===== src/rtl/permutation_ctrl.sv =====
// permutation_ctrl: round sequencer for the ASCON permutation datapath.
// On start_i it issues data_sel/round/en_reg_state for a p12 (mode_i=0) or
// p6 (mode_i=1) permutation, then pulses done_o for one cycle.
//
// Optional build macro: PERMUTATION_CTRL_PERF_CNT_EN
//   defined   -> perm_cnt_o counts completed permutations, saturating.
//   undefined -> perm_cnt_o is tied to zero.
//
// Ports:
//   clock_i         system clock, rising edge
//   resetb_i        asynchronous active-low reset
//   start_i         permutation request (pulse or level)
//   mode_i          0 = pa (ROUNDS_A rounds), 1 = pb (ROUNDS_B rounds)
//   data_sel_o      0 = datapath takes external state, 1 = feedback
//   round_o         round constant index 0..11
//   en_reg_state_o  datapath state register load enable
//   busy_o          high while rounds are being issued
//   done_o          one-cycle completion pulse
//   perm_cnt_o      completed-permutation count
module permutation_ctrl #(
   parameter int unsigned ROUNDS_A = 12,
   parameter int unsigned ROUNDS_B = 6,
   parameter int unsigned PERF_W   = 16
) (
   input  logic              clock_i,
   input  logic              resetb_i,
   input  logic              start_i,
   input  logic              mode_i,
   output logic              data_sel_o,
   output logic [3:0]        round_o,
   output logic              en_reg_state_o,
   output logic              busy_o,
   output logic              done_o,
   output logic [PERF_W-1:0] perm_cnt_o
);

   localparam int unsigned RND_W    = 4;
   localparam logic [RND_W-1:0] LAST_ROUND = RND_W'(11);
   localparam logic [RND_W-1:0] START_A    = RND_W'(12 - ROUNDS_A);
   localparam logic [RND_W-1:0] START_B    = RND_W'(12 - ROUNDS_B);

   typedef enum logic [1:0] {
      IDLE  = 2'd0,
      FIRST = 2'd1,
      RUN   = 2'd2,
      DONE  = 2'd3
   } state_t;

   state_t           state_q;
   state_t           state_d;
   logic [RND_W-1:0] round_d;
   logic             data_sel_d;
   logic             en_d;
   logic             busy_d;
   logic             done_d;

   // Next state and next round; mode_i is consumed only as the start round,
   // so the round counter itself carries the latched mode.
   always_comb begin
      state_d    = state_q;
      round_d    = round_o;
      data_sel_d = 1'b0;
      en_d       = 1'b0;
      busy_d     = 1'b0;
      done_d     = 1'b0;

      unique case (state_q)
         IDLE, DONE: begin
            if (start_i) begin
               state_d = FIRST;
               round_d = mode_i ? START_B : START_A;
            end else begin
               state_d = IDLE;
            end
         end
         FIRST, RUN: begin
            if (round_o == LAST_ROUND) begin
               state_d = DONE;
            end else begin
               state_d = RUN;
               round_d = RND_W'(round_o + RND_W'(1));
            end
         end
         default: state_d = IDLE;
      endcase

      // Outputs are decoded from the next state and registered alongside it.
      en_d       = (state_d == FIRST) || (state_d == RUN);
      busy_d     = en_d;
      data_sel_d = (state_d == RUN) || (state_d == DONE);
      done_d     = (state_d == DONE);
   end

   // State and registered control outputs.
   always_ff @(posedge clock_i or negedge resetb_i) begin
      if (!resetb_i) begin
         state_q        <= IDLE;
         round_o        <= '0;
         data_sel_o     <= 1'b0;
         en_reg_state_o <= 1'b0;
         busy_o         <= 1'b0;
         done_o         <= 1'b0;
      end else begin
         state_q        <= state_d;
         round_o        <= round_d;
         data_sel_o     <= data_sel_d;
         en_reg_state_o <= en_d;
         busy_o         <= busy_d;
         done_o         <= done_d;
      end
   end

`ifdef PERMUTATION_CTRL_PERF_CNT_EN
   // Saturating completion counter, updated together with done_o.
   always_ff @(posedge clock_i or negedge resetb_i) begin
      if (!resetb_i) begin
         perm_cnt_o <= '0;
      end else if (done_d && (perm_cnt_o != {PERF_W{1'b1}})) begin
         perm_cnt_o <= PERF_W'(perm_cnt_o + PERF_W'(1));
      end
   end
`else
   assign perm_cnt_o = '0;
`endif

endmodule


===== config.mk =====
export PLATFORM = sky130hd
export DESIGN_NAME = permutation_ctrl
export DESIGN_NICKNAME = d
export VERILOG_FILES = /design/src/rtl/permutation_ctrl.sv
export SDC_FILE = /design/constraint.sdc
export NUM_CORES = 1
export LEC_CHECK = 0
export BUFFER_PORTS_ARGS = -buffer_cell sky130_fd_sc_hd__buf_2
export CORE_AREA = 2 2 39 41
export DETAILED_ROUTE_END_ITERATION = 10
export DIE_AREA = 0 0 41 43
export MAX_ROUTING_LAYER = met4
export PLACE_DENSITY = 0.85
export SYNTH_ARGS = -nofsm -noshare
export SYNTH_HDL_FRONTEND = slang
export SYNTH_SLANG_ARGS = --single-unit
export TNS_END_PERCENT = 30

===== constraint.sdc =====
create_clock -name clock_i -period 3.75 [get_ports clock_i]
set_input_delay 0.1875 -clock clock_i [delete_from_list [all_inputs] [get_ports clock_i]]
set_output_delay 0.1875 -clock clock_i [all_outputs]
set_load 0.03 [all_outputs]

==> summary.md <==
| Metric | Value |
|---|---|
| Outcome | complete, no violations |
| Root Buffer | clkbuf_4 |
| Worst Path Max Fanout | 8 |
| Die area | 1763 um^2 |
| DR vias/cell | 4.338 |
| Yosys cell types | 19 |
| Wirelength, routed | 845 um |
| Reg2Reg Launch Point | state_q[1] |
| Chip height | 43 um |
| WL/cell | 10.97 um |
| Buffers on Ports | 11 |
| Core ar. | 1384 um^2 |
| Final hold vios | 0 |
| Gr usage total | 10.50% |
| Antenna Cells | 0 |
| Layout area overhead | 7.459% |
| Max Freq | 679.8 MHz |
| Period minus WS final | 1471 ps |
| Seq/Total Area, Yosys | 41.96% |
| Via count | 334 |
| Crit path required time | 3900 ps |
| Final setup viols | 0 |
| Hold/Removal Path Class | in2reg |
| Worst setup SP type | register |
| Initial drt markers | 0 |
| Worst Path Arrival | 1620 ps |
| Chip Width | 41 um |
| Async set-reset flop share out of synthesis | 100.0% |
| Reg2Reg Setup Slack | 2280 ps |
| Row count | 14 |
| #FFs+latches synth | 9 |
| Layout cells sized above 1 | 31.15% |
| Mapped Avg Cell Area | 11.42 um^2 |
| Worst vdd ir | 0.0002066 V |
| Instance count of the mapped netlist | 47 |
| Dominant synthesized flop cell | dfrtp_1 |
| Most common cell in the netlist | buf_4 |
| Clk sinks | 9 |
| Post-synth top cells | buf_4 (17), dfrtp_1 (9), mux2i_1 (3) |
| Max clock buf depth | 2 |
| Util after Layout | 41.68% |
| First-pass iteration count of the detailed router | 1 |
| RSZ-0062 raised after global routing | no |
| Dpl hpwl | 672.3 um |
| Post-DP Area | 540.5 um^2 |
| Top Ports | 28 |
| Grt ovf | 0 |
| Area contributors post-synth | dfrtp_1 (42%), buf_4 (24%), mux2i_1 (5.6%), xnor2_4 (5.1%), mux2_4 (2.8%) |
| CP Class | reg2reg |
| H-tree Lvls | 1 |
| Setup TNS | 0 ps |
| Synth area leader | dfrtp_1 |
| Pleak | 0.3163 nW |
| Max-slew violations | 0 |
| Crit path from | state_q[1] |
| DRC | 0 |
| Yosys warning count | 0 |
| Clk slew on worst S/H paths | 60 ps |
| Power density over the cells | 996.1 nW/um^2 |
| Design Area, Final | 576.8 um^2 |
| Min Hold Slack | 221.0 ps |
| Syn Std Cell Area | 536.8 um^2 |
| HP Start | start_i |
| Final antenna-violating net count | 0 |
| GPL Wtd Cong | 0.6921 |
| Starting density of the core | 38.79% |
| Initial antenna violation count | 0 |
| MaxCap Viol Count | 0 |
| CTS Buf Count | 3 |
| CTS tree | yes |
| Vias in the first global route | 251 |
| Largest net degree at the start of global routing | 10 |
| Synth top area share | 41.96% |
| Global-route wire length before repair | 1.062 mm |
| Clk Latency, worst-skew pair | 260 ps |
| Clock skew | 6.826 ps |
| Final-stage net count | 67 |
| Final worst path period share | 39.23% |
| Post-synth EDFFs | 0 |
| Crit end category | register |
## per-layer routing
layer	global-route usage, %	share of wire (%)
met5	-	0
met4	12.00	3.0
met3	4.712	7.2
met2	14.37	52
met1	9.302	38
## state kept, by name (all words and copies together) (netlist names)
name and flops:
busy_o 1, data_sel_o 1, done_o 1, round_o 4, state_q 2
## placed cells by master, fill, tap and decap left out
master,synthesis,layout
buf_2,0,11
ha_1,1,1
a21o_2,1,1
a221o_1,1,1
and3_1,1,1
inv_1,1,1
nand3b_1,2,2
dfrtp_1,9,9
o221a_1,1,1
a22o_1,1,1
inv_4,1,1
nor2b_1,1,1
nand2_1,1,1
xnor2_4,1,1
mux2_4,1,1
mux2i_1,3,3
conb_1,1,16
and3_2,1,1
clkbuf_1,0,1
clkbuf_4,0,3
nor2_1,2,2
dlygate4sd3_1,0,1
## repair_timing
action | 4_1_cts | 5_1_grt
setup buffers | 0 | 0
endpoints found under the hold margin | 9 | 0
gates resized for setup | 0 | 0
hold buffers | 1 | 0
## layout make-up
cell class	instances	area [um^2]
sequential	9	225.2
clock buffer	4	26.28
tap	16	20.02
timing repair buffer	12	65.06
fill	141	807.0
inverter	2	10.01
multi-input combinational	34	230.2
## critical path: stages (launching register included)
cell	delay [ps]
dfrtp_1	420
xnor2_4	300
inv_4	80
mux2_4	320
o221a_1	240
## per-stage QoR
stage	setup WS [ps]	total power [mW]	std cells
final	2279	0.5746	77
after global routing	2218	0.6077	77
after CTS	2261	0.5795	77
after detailed placement	2267	0.5034	72
after global placement	2306	0.4930	72
after floorplan	2244	0.4515	62
## worst paths after layout
path                                   end  cells past startpoint
worst min-delay path            state_q[0]                      2
worst max register to register  round_o[1]                      4
worst min register to register  round_o[0]                      1
min in group asynchronous       round_o[3]                      2
worst max-delay path            round_o[1]                      4
max in group asynchronous       state_q[1]                      2
## logic make-up after synthesis
logic type,synth area share [%]
AOI/OAI and AO/OA,7.227
xor gates and xnor gates,5.129
muxes,8.391
other,0.6986
adders and majority gates,2.331
buffers and inverters,25.64
and+or+nand+nor,8.626
DFF,41.96
## power breakdown
| part | switching, mW | internal, mW | total, mW |
|---|---|---|---|
| Combinational | 0.193 | 0.126 | 0.319 |
| Clock | 0.0337 | 0.0410 | 0.0747 |
| Sequential | 0.0398 | 0.141 | 0.181 |
| Total | 0.267 | 0.308 | 0.575 |
No activity file was read; power rests on OpenSTA's default activity.
